[config.mk]
export PLATFORM = sky130hd
export DESIGN_NAME = torreta_disparo_ctrl
export DESIGN_NICKNAME = d
export VERILOG_FILES = /design/src/rtl/torreta_pkg.sv /design/src/rtl/torreta_disparo_ctrl_contador_m.sv /design/src/rtl/torreta_disparo_ctrl.sv
export SDC_FILE = /design/constraint.sdc
export NUM_CORES = 1
export LEC_CHECK = 0
export BUFFER_PORTS_ARGS = -buffer_cell sky130_fd_sc_hd__buf_2
export CAP_MARGIN = 20
export CELL_PAD_IN_SITES_DETAIL_PLACEMENT = 0
export CELL_PAD_IN_SITES_GLOBAL_PLACEMENT = 1
export CORE_MARGIN = 3
export CORE_UTILIZATION = 41
export CTS_CLUSTER_SIZE = 40
export DETAILED_ROUTE_END_ITERATION = 7
export PLACE_DENSITY_LB_ADDON = 0.25
export SLEW_MARGIN = 10
export SYNTH_ARGS = -nofsm -noshare
export SYNTH_HDL_FRONTEND = slang
export SYNTH_SLANG_ARGS = --single-unit
[constraint.sdc]
create_clock -name clock -period 2.6 [get_ports clock]
set_clock_uncertainty 0.15 [all_clocks]
set_input_delay 0.13 -clock clock [delete_from_list [all_inputs] [get_ports clock]]
set_output_delay 0.13 -clock clock [all_outputs]
set_load 0.02 [all_outputs]
[src/rtl/torreta_pkg.sv]
// Shared definitions for the turret fire-control unit: FSM state codes and
// fire-mode encodings used by the controller and its bench.
package torreta_pkg;

    typedef enum logic [2:0] {
        INICIAL   = 3'd0,
        ESPERA    = 3'd1,
        AVALIA    = 3'd2,
        DISPARA   = 3'd3,
        RECARREGA = 3'd4
    } estado_t;

    localparam logic [1:0] MODO_UNICO  = 2'b00;
    localparam logic [1:0] MODO_RAJADA = 2'b01;
    localparam logic [1:0] MODO_AUTO   = 2'b10;
    localparam logic [1:0] MODO_SEGURO = 2'b11;

    localparam logic [3:0] ESTADO_ILEGAL = 4'hF;

endpackage

[src/rtl/torreta_disparo_ctrl_contador_m.sv]
// Modulo-M cycle counter; fim flags the last counted cycle (count M-1 while
// conta is high) so the owner can act on the same edge the count wraps.
module contador_m #(
    parameter int M = 4
) (
    input  logic clock,
    input  logic reset,
    input  logic zera,
    input  logic conta,
    output logic fim
);

    localparam int W = (M > 1) ? $clog2(M) : 1;
    localparam logic [W-1:0] ULTIMO = W'(M - 1);

    logic [W-1:0] q;

    always_ff @(posedge clock or negedge reset) begin
        if (!reset) begin
            q <= '0;
        end else if (zera) begin
            q <= '0;
        end else if (conta) begin
            q <= (q == ULTIMO) ? '0 : q + 1'b1;
        end
    end

    assign fim = conta && (q == ULTIMO);

endmodule

[src/rtl/torreta_disparo_ctrl.sv]
// Fire-control FSM: evaluates each distance against the threshold and runs
// timed shot/reload sequences in single, burst or auto mode, owning ammo.
module torreta_disparo_ctrl
    import torreta_pkg::*;
#(
    parameter int DIST_BITS      = 12,
    parameter int MUN_BITS       = 4,
    parameter int MAX_MUNICAO    = 9,
    parameter int RAJADA         = 3,
    parameter int CICLOS_DISPARO = 25_000_000,
    parameter int CICLOS_RECARGA = 50_000_000
) (
    input  logic                 clock,
    input  logic                 reset,
    input  logic                 habilitar,
    input  logic                 medida_valida,
    input  logic [DIST_BITS-1:0] distancia,
    input  logic [DIST_BITS-1:0] limiar,
    input  logic [1:0]           modo,
    input  logic                 soma_municao,
    output logic                 acionar_motor,
    output logic                 recarregando,
    output logic                 ameaca_detectada,
    output logic                 fim_ciclo,
    output logic [MUN_BITS-1:0]  contagem_municao,
    output logic                 sem_municao,
    output logic                 cheio,
    output logic [3:0]           db_estado
);

    localparam int RB = $clog2(RAJADA + 1);
    localparam logic [MUN_BITS-1:0] MUN_MAX = MUN_BITS'(MAX_MUNICAO);

    estado_t              estado;
    logic [DIST_BITS-1:0] dist_reg;
    logic                 armado;
    logic [RB-1:0]        restantes;

    logic fim_disparo;
    logic fim_recarga;
    logic ameaca;
    logic dispara_ok;
    logic continua;

    contador_m #(.M(CICLOS_DISPARO)) u_tempo_disparo (
        .clock (clock),
        .reset (reset),
        .zera  (estado != DISPARA),
        .conta (estado == DISPARA),
        .fim   (fim_disparo)
    );

    contador_m #(.M(CICLOS_RECARGA)) u_tempo_recarga (
        .clock (clock),
        .reset (reset),
        .zera  (estado != RECARREGA),
        .conta (estado == RECARREGA),
        .fim   (fim_recarga)
    );

    assign ameaca     = (dist_reg != '0) && (dist_reg < limiar);
    assign dispara_ok = ameaca && (contagem_municao != '0) && (modo != MODO_SEGURO)
                        && ((modo == MODO_AUTO) || armado);
    // restantes and ammo are already decremented when the reload ends
    assign continua   = (restantes != '0) && (contagem_municao != '0)
                        && habilitar && (modo != MODO_SEGURO);

    assign fim_ciclo = ((estado == AVALIA) && !dispara_ok)
                     || ((estado == RECARREGA) && fim_recarga && !continua);

    always_ff @(posedge clock or negedge reset) begin
        if (!reset) begin
            estado           <= INICIAL;
            dist_reg         <= '0;
            armado           <= 1'b1;
            restantes        <= '0;
            ameaca_detectada <= 1'b0;
            acionar_motor    <= 1'b0;
            recarregando     <= 1'b0;
        end else begin
            case (estado)
                INICIAL: begin
                    if (habilitar) estado <= ESPERA;
                end
                ESPERA: begin
                    if (!habilitar) begin
                        estado <= INICIAL;
                    end else if (medida_valida) begin
                        dist_reg <= distancia;
                        estado   <= AVALIA;
                    end
                end
                AVALIA: begin
                    ameaca_detectada <= ameaca;
                    if (dispara_ok) begin
                        restantes     <= (modo == MODO_RAJADA) ? RB'(RAJADA) : RB'(1);
                        armado        <= 1'b0;
                        acionar_motor <= 1'b1;
                        estado        <= DISPARA;
                    end else begin
                        if (!ameaca) armado <= 1'b1;
                        estado <= ESPERA;
                    end
                end
                DISPARA: begin
                    if (fim_disparo) begin
                        if (restantes != '0) restantes <= restantes - 1'b1;
                        acionar_motor <= 1'b0;
                        recarregando  <= 1'b1;
                        estado        <= RECARREGA;
                    end
                end
                RECARREGA: begin
                    if (fim_recarga) begin
                        recarregando <= 1'b0;
                        if (continua) begin
                            acionar_motor <= 1'b1;
                            estado        <= DISPARA;
                        end else begin
                            estado <= ESPERA;
                        end
                    end
                end
                default: begin
                    acionar_motor <= 1'b0;
                    recarregando  <= 1'b0;
                    estado        <= INICIAL;
                end
            endcase
        end
    end

    // Add and spend in the same cycle cancel out, even at saturation
    always_ff @(posedge clock or negedge reset) begin
        if (!reset) begin
            contagem_municao <= '0;
        end else if (soma_municao && !fim_disparo) begin
            if (contagem_municao < MUN_MAX) contagem_municao <= contagem_municao + 1'b1;
        end else if (fim_disparo && !soma_municao) begin
            if (contagem_municao != '0) contagem_municao <= contagem_municao - 1'b1;
        end
    end

    assign sem_municao = (contagem_municao == '0);
    assign cheio       = (contagem_municao == MUN_MAX);

    always_comb begin
        db_estado = ESTADO_ILEGAL;
        case (estado)
            INICIAL, ESPERA, AVALIA, DISPARA, RECARREGA: db_estado = {1'b0, estado};
            default: db_estado = ESTADO_ILEGAL;
        endcase
    end

endmodule
# After elaboration in Yosys (flattened, before gate mapping)
# Index checks and enable logic that the tools add are counted.
word_totals:
  elab_cells: 114
  input_bits: 31
  register_bits: 76
  output_inout_bits: 14
classes:
  n_bitwise: 2
  n_addsub: 5
  n_eq_ne: 21
  n_lt_le_gt_ge: 2
  reduce_logical: 40
  mux: 34
ops:
  columns: ["cell", "count"]
  rows:
  - ["$mux 26", 3]
  - ["$mux 25", 3]
  - ["$add 26x1->26 const B", 1]
  - ["$eq 26x26->1 const B", 1]
  - ["$add 25x1->25 const B", 1]
  - ["$eq 25x25->1 const B", 1]
  - ["$mux 4", 5]
  - ["$mux 3", 5]
  - ["$pmux 3 s5", 1]
  - ["$logic_and 1x1->1", 14]
  - ["$ne 2x2->1 const B", 7]
  - ["$lt 12x12->1", 1]
  - ["$mux 2", 6]
  - ["$reduce_bool 12->1", 1]
  - ["$reduce_bool 2->1", 6]
  - ["$reduce_and 3->1", 3]
  - ["$mux 1", 8]
  - ["$reduce_and 4->1", 2]
  - ["$eq 3x2->1 const B", 2]
  - ["$ne 3x3->1 const B", 2]
  - ["$reduce_and 5->1", 1]
  - ["$reduce_or 5->1", 1]
  - ["$add 4x1->4 const B", 1]
  - ["$eq 4x4->1 const B", 1]
  - ["other kinds (21)", 27]

# Depth between registers and ports, before layout
# Gate-level depths: netlist of run 1.
depth:
  word_depth: 8
  mapped_depth: 12
  depth_no_buf: 10

# Cells and area by module
# A second synthesis of run 1 with hierarchy kept.
hier_totals:
  cells_unflattened: 521
  hier_area_um2: 4768.3
by_module_without_submodules:
  columns: ["mod", "seq_area_each_um2", "n_inst", "cells_per_inst", "area_each_um2"]
  rows:
  - ["torreta_disparo_ctrl", 626.9, 1, 179, 1707.9]
  - ["contador_m (u_tempo_recarga)", 650.6, 1, 173, 1551.5]
  - ["contador_m (u_tempo_disparo)", 625.6, 1, 169, 1508.9]

# Worst setup path before layout of run 1
# No wires, ideal clock.
synth_path:
  path_kind: "register -> register"
  from: "register u_tempo_disparo.q[7]"
  to: "register contagem_municao[3]"
  path_stages_with_launch: 11
  setup_slack_ns: -0.220
  required_ns: 2.315
  synth_period_minus_slack_ns: 2.820
  arrival_time_ns: 2.534
  setup_ns: 0.135
  path_buffers: 1
  path_cell_list: "dfrtp_1 > nor4b_2 > nand4_1 > or4_1 > buf_6 > nand2_1 > ha_1 > a21o_1 > a21o_1 > o311ai_0 > o21ai_1"
synth_via:
  elab_chain_len: 6
  elab_cells_between_ends: 10
  cone_classes: "eq/ne: 2; mux: 1; reduce/logical: 7"
synth_lines:
  columns: ["element", "line_no", "text"]
  rows:
  - ["from (decl)", "torreta_disparo_ctrl_contador_m.sv:16", "logic [W-1:0] q;"]
  - ["from (signal assigned)", "torreta_disparo_ctrl_contador_m.sv:24", "q <= (q == ULTIMO) ? '0 : q + 1'b1;"]
  - ["$eq 25x25->1 (*)", "torreta_disparo_ctrl_contador_m.sv:28", "assign fim = conta && (q == ULTIMO);"]
  - ["$logic_and 1x1->1 (*)", "torreta_disparo_ctrl_contador_m.sv:28", null]
  - ["$logic_not 1->1", "torreta_disparo_ctrl.sv:137", "end else if (soma_municao && !fim_disparo) begin"]
  - ["$logic_and 1x1->1", "torreta_disparo_ctrl.sv:137", null]
  - ["$ne 2x1->1 (no source line) / $reduce_bool 2->1 (equally long branches)", null, null]
  - ["$reduce_and 3->1 (no source line)", null, null]
  - ["to (signal assigned)", "torreta_disparo_ctrl.sv:138", "if (contagem_municao < MUN_MAX) contagem_municao <= contagem_municao + 1'b1;"]
  - ["to (signal assigned)", "torreta_disparo_ctrl.sv:140", "if (contagem_municao != '0) contagem_municao <= contagem_municao - 1'b1;"]
  - ["to (decl)", "torreta_disparo_ctrl.sv:25", "output logic [MUN_BITS-1:0] contagem_municao,"]
# Every way passes the cells marked *; elsewhere a longest branch is shown, timed or not.
# A chain may end at the register's enable or synchronous reset.

# Worst setup path after layout of run 1
layout_path:
  from: "register u_tempo_disparo.q[15]"
  to: "register contagem_municao[3]"
# Same word-level chain as after synthesis.

==> impl_results.md, run 1 <==
- Status: finished, final reports clean
- Post-route clock period utilization: 96.66%
- WHS Path Cells: 4
- Post-synth top cells: 75 x dfrtp_1, 71 x nor2_1, 32 x xor2_1, 28 x nand2_1
- Synth Area in XOR/XNOR: 9.805%
- Sequential-to-total area share from yosys stat: 46.32%
- Syn avg cell area: 9.830 um2
- Input/output buffers: 44
- Largest register FFs: 26
- Fin nets: 551
- Worst-path fanout max: 4
- Synth Area in Simple Gates: 23.05%
- Number of library cell types mapped by synthesis: 57
- Top routing layer used: met4
- Initial antenna violation count: 0
- Pleak: 2.351 nW
- Asr flop ratio synth: 100.0%
- Initial core utilization: 43.24%
- Met2 WL post-DR: 3.908 mm
- Cell Pwr Density: 512.9 nW/um2
- Max Cap Viol: 0
- ANT nets after route: 0
- Max transition margin: 60.22%
- Number of synthesized flops with an enable pin: 0
- First-pass GRT wire length: 15.18 mm
- Worst EP required: 2.68 ns
- Largest net degree at the start of global routing: 77
- GPL Wtd Cong: 0.7520
- Fillers: 901
- Worst setup EP type: register
- Crit-path most repeated cell: a21o_1
- Share of post-route cells with drive strength above 1: 23.82%
- Non-Filler Instances: 637
- Synth warn: 0
- Fin. max-slew vios: 0
- Setup repair bufs after CTS: 0
- Tmin final: 2.513 ns
- Placed cell areas: 4669 um2
- Final hold slack: 0.05468 ns
- RSZ-0062 raised after global routing: true
- Worst path cell trace: nor4_4 -> nand4_1 -> or4_4 -> nand2_4 -> ha_4 -> a21o_1 -> a21o_1 -> o311ai_1 -> o21ai_1
- Fmax: 0.3979 GHz
- Die area: 11260 um2
- # DRC: 0
- Placed wire-length estimate: 5.809 mm
- Area growth syn-to-layout: 23.11%
- Synthesized area: 4109 um2
- CTS tree: yes
- DR iter-0 viols: 118
- Critical path type: register to register
- Startpoint types: register
- Fin area: 5059 um2
- First drt pass iteration count: 4
- Met3 wire length: 258 um
- Min-delay worst type: input port to register
- Num ports: 45
- CTS sink count: 76
- CTS Buf Count: 9
- Post-synth top area share: 45.68%
- Final Util: 53.23%
- Number of global-route vias before repair: 3326
- Aggregate global-route resource usage: 16.51%
- Worst-margin pin slew: 0.5913 ns
- Core region area: 9503 um2
- VDD IR max: 0.2682 mV
- Rows: 35
- WL/cell: 13.31 um
- Clock Tree Root: clkbuf_8
- Overall power: 0.002595 W
- Number of diodes: 0
- Largest family of logic cells by synthesized area: simple AND/OR/NAND/NOR gates
- Most common cell in the netlist: dfrtp_1
- Synth area leader: dfrtp_1
- M1 wire length: 4.260 mm
- Final setup viols: 0
- Arr. time, crit path: 2.59 ns
- Htree depth: 3
- Mux contribution to synthesized area: 4.750%
- Drt total wl: 8.480 mm
- Syn_nets: 466
- Compound-gate portion of the synthesized area: 7.278%
- Die Ht: 106.1 um
- Crit-path max cell delay: 0.47 ns
- Synth area leaders: dfrtp_1 46%, xor2_1 6.8%, nor2_1 6.5%, ha_1 4.9%, mux2_2 3.3%
- Worst-path clk slew: 0.09 ns
- Post-synth top flop: dfrtp_1
- Max stage delay cell, worst path: or4_4
- Worst-Skew Late Latency: 0.34 ns
- Placed Instances: 605
- Syn Inst Count: 418
- R2R depth: 9
- Flops & latches, synth: 76
- GRT overflow: 0
- Clk buf depth: 2
- Fin. Hold Viols: 0
- Synthesized-area fraction occupied by adder cells: 5.359%
- Via count: 3190
- Die X-Extent: 106.1 um
- Via/cell ratio: 5.008
cell families after synthesis:
| family | count (synthesis) |
|---|---|
| multiplexers | 17 |
| adder cells (fa/ha/maj) | 17 |
| AND/OR/NAND/NOR | 186 |
| buffers and inverters | 34 |
| XOR/XNOR | 46 |
| AO/OA/AOI/OAI | 42 |
| flip-flops | 76 |
critical path, delay by kind of cell, from the launching register on:
family / cells / cell delay [ns]
adders and majority gates: 1 / 0.20
DFF: 1 / 0.41
and+or+nand+nor: 4 / 0.97
AOI/OAI and AO/OA: 4 / 0.68
per-layer routing:
layer / track usage (%) / vias to the layer above
met3: 3.339 / 4
met2: 26.97 / 43
met5: 0 / -
li1: - / 1618
met4: 5.365 / 0
met1: 21.99 / 1525
power breakdown:
group / internal (W) / switching (W)
clock: 0.000474 / 0.000458
sequential: 0.00122 / 0.0000665
combinational: 0.000181 / 0.000198
path summary, 6_finish.rpt:
kind,from,end,slack [ns]
worst min register to register,ameaca_detectada,ameaca_detectada,0.35
worst max-delay path,u_tempo_disparo.q[15],contagem_municao[3],0.09
min in group asynchronous,reset,dist_reg[5],0.13
max in group asynchronous,reset,u_tempo_recarga.q[15],1.57
worst max register to register,u_tempo_disparo.q[15],contagem_municao[3],0.09
worst min-delay path,modo[1],restantes[1],0.05
through the flow:
step	worst slack, ns	setup TNS (ns)
final	0.08671	0
after global routing	-0.02068	-0.02068
after CTS	0.03382	0
after detailed placement	0.001303	0
after global placement	0.02833	0
after floorplan	-0.02990	-0.02990
timing repair:
action,in CTS,in global routing
setup endpoints to repair,2,4
hold buffers,15,0
pin swaps,0,2
gates resized for setup,2,6
hold endpoints to repair,89,0
layout by cell type, fill, tap and decap left out, types with 6 or more instances in the layout:
| cell type | count |
|---|---|
| mux2_2 | 12 |
| nand3_1 | 21 |
| xor2_1 | 32 |
| o21ai_0 | 7 |
| nor3_1 | 7 |
| ha_1 | 15 |
| a21oi_1 | 7 |
| o21ai_1 | 6 |
| xnor2_1 | 14 |
| dfrtp_1 | 73 |
| nand2_1 | 26 |
| buf_4 | 26 |
| inv_1 | 22 |
| nand4_1 | 15 |
| clkbuf_8 | 10 |
| nor2_1 | 71 |
| buf_2 | 43 |
| dlygate4sd3_1 | 15 |
| and3_1 | 7 |
cell type report:
| class | count | area (um2) | area share [%] |
|---|---|---|---|
| clock inverters | 5 | 60.06 | 1.187 |
| repair buffers | 86 | 600.6 | 11.87 |
| inverters | 22 | 82.58 | 1.632 |
| clock buffers | 11 | 141.4 | 2.795 |
| multi-input cells | 308 | 2107 | 41.65 |
| well taps | 129 | 161.4 | 3.191 |
| flip-flops and latches | 76 | 1906 | 37.67 |
Note: power is estimated with default switching activity, not from simulation.
==> run 2, diff against run 1 <==
--- a/config.mk
+++ b/config.mk
@@ -5,7 +5,7 @@
 export SDC_FILE = /design/constraint.sdc
 export NUM_CORES = 1
 export LEC_CHECK = 0
-export BUFFER_PORTS_ARGS = -buffer_cell sky130_fd_sc_hd__buf_2
+export BUFFER_PORTS_ARGS = -buffer_cell sky130_fd_sc_hd__clkbuf_2
 export CAP_MARGIN = 20
 export CELL_PAD_IN_SITES_DETAIL_PLACEMENT = 0
 export CELL_PAD_IN_SITES_GLOBAL_PLACEMENT = 1
==> run 2 against run 1 <==
Against the previous run: clock power decreased by 5.3%; hold slack got worse by 0.011 ns; non-clock buffer count down 1; power decreased by 2.0%; sequential power about the same; largest power group unchanged.
==> impl_results.md, run 2 (synthesized netlist as in run 1, its figures left out) <==
- Tmin final: 2.524 ns
- Area growth syn-to-layout: 22.20%
- Fin. Hold Viols: 0
- Worst-path clk slew: 0.09 ns
- GPL Wtd Cong: 0.7506
- Min-delay worst type: input port to register
- Non-Filler Instances: 636
- Number of global-route vias before repair: 3280
- Initial core utilization: 43.24%
- Largest register FFs: 26
- Placed cell areas: 4657 um2
- Net switching power: 0.0007121 W
- Input/output buffers: 44
- Via count: 3194
- VDD IR max: 0.2968 mV
- Sequential share of power: 50.5%
- Most frequent cells in the layout: 74 x dfrtp_1, 71 x nor2_1, 42 x clkbuf_2
- Clock Power Share: 34.7%
- Fin nets: 550
- Worst-margin pin slew: 0.9651 ns
- Die X-Extent: 106.1 um
- Final setup viols: 0
- Clk buf depth: 2
- Fin. max-slew vios: 0
- Initial antenna violation count: 0
- Startpoint types: register
- Drt total wl: 8.449 mm
- Aggregate global-route resource usage: 16.28%
- Worst EP required: 2.68 ns
- DP Worst Slack: -0.01944 ns
- Worst-Skew Late Latency: 0.35 ns
- First drt pass iteration count: 4
- Fillers: 875
- # DRC: 0
- CTS sink count: 76
- Post-route clock period utilization: 97.08%
- CTS tree: yes
- Cell Pwr Density: 506.3 nW/um2
- Largest net degree at the start of global routing: 77
- DR iter-0 viols: 158
- Worst setup EP type: register
- GRT overflow: 0
- Htree depth: 3
- Die Ht: 106.1 um
- Die area: 11260 um2
- Pleak: 2.337 nW
- Arr. time, crit path: 2.61 ns
- Fin area: 5021 um2
- Max transition margin: 35.66%
- Sw frac: 28.01%
- Share of post-route cells with drive strength above 1: 23.87%
- Worst-path fanout max: 4
- Num ports: 45
- Max Cap Viol: 0
- Status: finished, final reports clean
- WL/cell: 13.28 um
- Number of diodes: 0
- Final setup margin: 0.07603 ns
- Internal power: 0.001830 W
- Core region area: 9503 um2
- ANT nets after route: 0
- RSZ-0062 raised after global routing: true
- Placed Instances: 605
- CTS Buf Count: 9
- Critical path type: register to register
- Via/cell ratio: 5.022
- Most common cell after layout, fill and taps aside: dfrtp_1
- Combinational power share: 14.7%
- Clock Tree Root: clkbuf_8
- Placed wire-length estimate: 5.961 mm
- Rows: 35
- Fmax: 0.3962 GHz
- First-pass GRT wire length: 15.03 mm
-- run 2: cell types whose count changed in the layout (fill, tap and decap cells not counted), sizes merged --
cell	before	now
buf	71	28
clkbuf	11	51
clkinv	2	3
clkinvlp	1	3
inv	23	22
-- run 2: metrics by stage --
step	utilization [%]	TNS [ns]	hold WS, ns	power (W)
floorplan	-	-0.02990	-0.3156	0.001523
CTS	52.64	0	0.02654	0.002580
global placement	49.01	0	0.1954	0.001648
global route	52.84	-0.08132	0.08574	0.002682
finish	52.84	0	0.04374	0.002542
detailed placement	49.01	-0.01944	0.2022	0.001665
-- run 2: power groups by stage --
stage | clock network, W | registers (W) | logic [W]
finish | 0.000883 | 0.00128 | 0.000374
detailed placement | 0 | 0.00131 | 0.000357
global route | 0.000969 | 0.00129 | 0.000424
floorplan | 0 | 0.00133 | 0.000196
CTS | 0.000921 | 0.00128 | 0.000374
global placement | 0 | 0.00130 | 0.000344
-- run 2: routing by layer --
metal	wire [um]	GRT usage, %	vias to the layer above	part of all wire (%)
met1	4135	21.18	1522	49
li1	-	-	1614	-
met4	127	5.643	0	1.5
met3	292	3.400	9	3.5
met5	0	0	-	0
met2	3893	26.92	49	46
-- run 2: path summary, 6_finish.rpt --
kind / slack, ns / cells past startpoint / to / from
min in group asynchronous: 0.32 / 2 / dist_reg[5] / reset
max reg2reg: 0.08 / 9 / contagem_municao[3] / u_tempo_disparo.q[15]
min reg2reg: 0.35 / 2 / ameaca_detectada / ameaca_detectada
min: 0.04 / 4 / restantes[1] / modo[1]
max in group asynchronous: 1.33 / 2 / contagem_municao[1] / reset
max: 0.08 / 9 / contagem_municao[3] / u_tempo_disparo.q[15]
-- run 2: final cells by class --
cell class / instances / area (um2) / share of cell area, %
multi-input combinational: 308 / 2111 / 42.04
clock buffer: 9 / 123.9 / 2.467
sequential: 76 / 1904 / 37.93
inverter: 22 / 82.58 / 1.645
timing repair buffer: 85 / 570.5 / 11.36
clock inverter: 7 / 67.56 / 1.346
tap: 129 / 161.4 / 3.215
-- run 2: worst max-delay path, stage by stage (launching register included) --
cell and delay [ns]:
dfrtp_1 0.42, nor4_4 0.29, nand4_1 0.14, or4_4 0.46, nand2_4 0.11, ha_4 0.20, a21o_1 0.15, a21o_1 0.19
o311ai_1 0.23, o21ai_1 0.09
-- run 2: repair_timing --
item,4_1_cts,5_1_grt
gates resized for setup,1,10
hold endpoints to repair,89,0
buffers inserted,0,0
setup endpoints to repair,1,2
pin swaps,0,3
hold buffers,15,0
==> run 3, diff against run 2 <==
--- a/config.mk
+++ b/config.mk
@@ -13,6 +13,7 @@
 export CORE_UTILIZATION = 41
 export CTS_CLUSTER_SIZE = 40
 export DETAILED_ROUTE_END_ITERATION = 7
+export MAX_ROUTING_LAYER = met4
 export PLACE_DENSITY_LB_ADDON = 0.25
 export SLEW_MARGIN = 10
 export SYNTH_ARGS = -nofsm -noshare
==> run 3 against run 2 <==
Against the previous run: combinational power barely moved; clock power rose by 0.5%; worst setup slack got worse by 0.0033 ns; non-clock buffer count did not move; global-route usage rose by 0.47 points; utilization did not move; first-iteration DRC count fell by 1.9%; cell count did not move; critical path depth did not move; sequential cell count did not move; critical path type unchanged.
==> impl_results.md, run 3 (synthesized netlist as in run 1, its figures left out) <==
- Status: finished, final reports clean
- First-pass GRT wire length: 15.04 mm
- CTS sink count: 76
- Final setup viols: 0
- ANT nets after route: 0
- Fin nets: 550
- Largest register FFs: 26
- Final hold slack: 0.04307 ns
- Die Ht: 106.1 um
- Worst-Skew Late Latency: 0.35 ns
- Sequential share of power: 50.5%
- Input/output buffers: 44
- Worst path cell trace: nor4_4 -> nand4_1 -> or4_4 -> nand2_4 -> ha_4 -> a21o_1 -> a21o_1 -> o311ai_1 -> o21ai_1
- Fin. Hold Viols: 0
- Core region area: 9503 um2
- Crit-path max cell delay: 0.46 ns
- GPL Wtd Cong: 0.7603
- Clock Tree Root: clkbuf_8
- Crit-path most repeated cell: a21o_1
- Worst-margin pin slew: 0.9642 ns
- Number of diodes: 0
- Pleak: 2.337 nW
- Combinational power share: 14.7%
- VDD IR max: 0.2973 mV
- Cell Pwr Density: 507.0 nW/um2
- Net switching power: 0.0007156 W
- Min-delay worst type: input port to register
- Startpoint types: register
- Non-Filler Instances: 636
- CTS Buf Count: 9
- Max transition margin: 35.72%
- Via/cell ratio: 5.022
- Largest net degree at the start of global routing: 77
- First drt pass iteration count: 4
- Placed Instances: 605
- Max stage delay cell, worst path: or4_4
- Die X-Extent: 106.1 um
- Worst-path clk slew: 0.09 ns
- Initial antenna violation count: 0
- Area growth syn-to-layout: 22.20%
- Number of global-route vias before repair: 3288
- Num ports: 45
- Critical path type: register to register
- Post-route clock period utilization: 97.20%
- CTS tree: yes
- Placed wire-length estimate: 5.961 mm
- Aggregate global-route resource usage: 16.75%
- Final Util: 52.84%
- Clock Power Share: 34.8%
- DR iter-0 viols: 155
- Htree depth: 3
- Worst EP required: 2.68 ns
- R2R Path Start: u_tempo_disparo.q[15]
- RSZ-0062 raised after global routing: true
- Worst-path fanout max: 4
- Rows: 35
- Fin. max-slew vios: 0
- Worst setup EP type: register
- Most common cell after layout, fill and taps aside: dfrtp_1
- Die area: 11260 um2
- Hold_sp: modo[1]
- Via count: 3194
- GRT overflow: 0
- Max Cap Viol: 0
- Share of post-route cells with drive strength above 1: 23.87%
- Initial core utilization: 43.24%
- DP Worst Slack: -0.01944 ns
- R2r setup slk: 0.07 ns
- Most frequent cells in the layout: 74 x dfrtp_1, 71 x nor2_1, 42 x clkbuf_2
- Final setup margin: 0.07277 ns
- Sw frac: 28.11%
- Setup repair bufs after CTS: 0
- Tmin final: 2.527 ns
- WL/cell: 13.24 um
- Internal power: 0.001830 W
- Drt total wl: 8.421 mm
- Arr. time, crit path: 2.61 ns
- Fmax: 0.3957 GHz
- # DRC: 0
- Worst Setup SP: u_tempo_disparo.q[15]
- Clk buf depth: 2
==> run 3: critical path, delay by kind of cell, from the launching register on <==
kind	cells	cell delay (ns)
AND/OR/NAND/NOR	4	1.00
AO/OA/AOI/OAI	4	0.66
flip-flops	1	0.42
adder cells (fa/ha/maj)	1	0.20
==> run 3: final cells by class <==
class	count	area, um2
Fill cell	875	4482
Multi-Input combinational cell	308	2111
Sequential cell	76	1904
Timing Repair Buffer	85	570.5
Tap cell	129	161.4
Clock buffer	9	123.9
Inverter	22	82.58
Clock inverter	7	67.56
==> run 3: worst paths after layout <==
| kind | end | cells past startpoint |
|---|---|---|
| setup / recovery | contagem_municao[3] | 9 |
| hold / removal | restantes[1] | 4 |
| setup reg to reg | contagem_municao[3] | 9 |
| hold reg to reg | ameaca_detectada | 2 |
| max in group asynchronous | contagem_municao[1] | 2 |
| min in group asynchronous | dist_reg[5] | 2 |
==> run 3: per-layer routing <==
| metal | share of wire [%] | GRT usage (%) | wire, um | vias up |
|---|---|---|---|---|
| li1 | - | - | - | 1615 |
| met1 | 49 | 21.18 | 4168 | 1527 |
| met2 | 46 | 26.97 | 3850 | 41 |
| met3 | 3.2 | 3.400 | 268 | 11 |
| met4 | 1.6 | 5.643 | 133 | 0 |
| met5 | 0 | - | 0 | - |
==> run 3: what timing repair did <==
item,4_1_cts,5_1_grt
gates resized for setup,1,10
setup endpoints to repair,1,2
cloned,0,0
pin swaps,0,3
hold buffers,15,0
endpoints found under the hold margin,89,0
==> run 3: per-stage QoR <==
step	TNS [ns]	area, um2	power (W)
2_1_floorplan	-0.02990	4140	0.001523
3_5_place_dp	-0.01944	4657	0.001665
4_1_cts	0	5002	0.002580
3_3_place_gp	0	4657	0.001648
6_report	0	5021	0.002546
5_1_grt	-0.08132	5021	0.002682
==> run 3: power by group through the flow <==
stage	clock network, W	registers (W)	logic (W)
after floorplan	0	0.00133	0.000196
after detailed placement	0	0.00131	0.000357
after global routing	0.000969	0.00129	0.000424
final	0.000887	0.00128	0.000374
after CTS	0.000921	0.00128	0.000374
after global placement	0	0.00130	0.000344
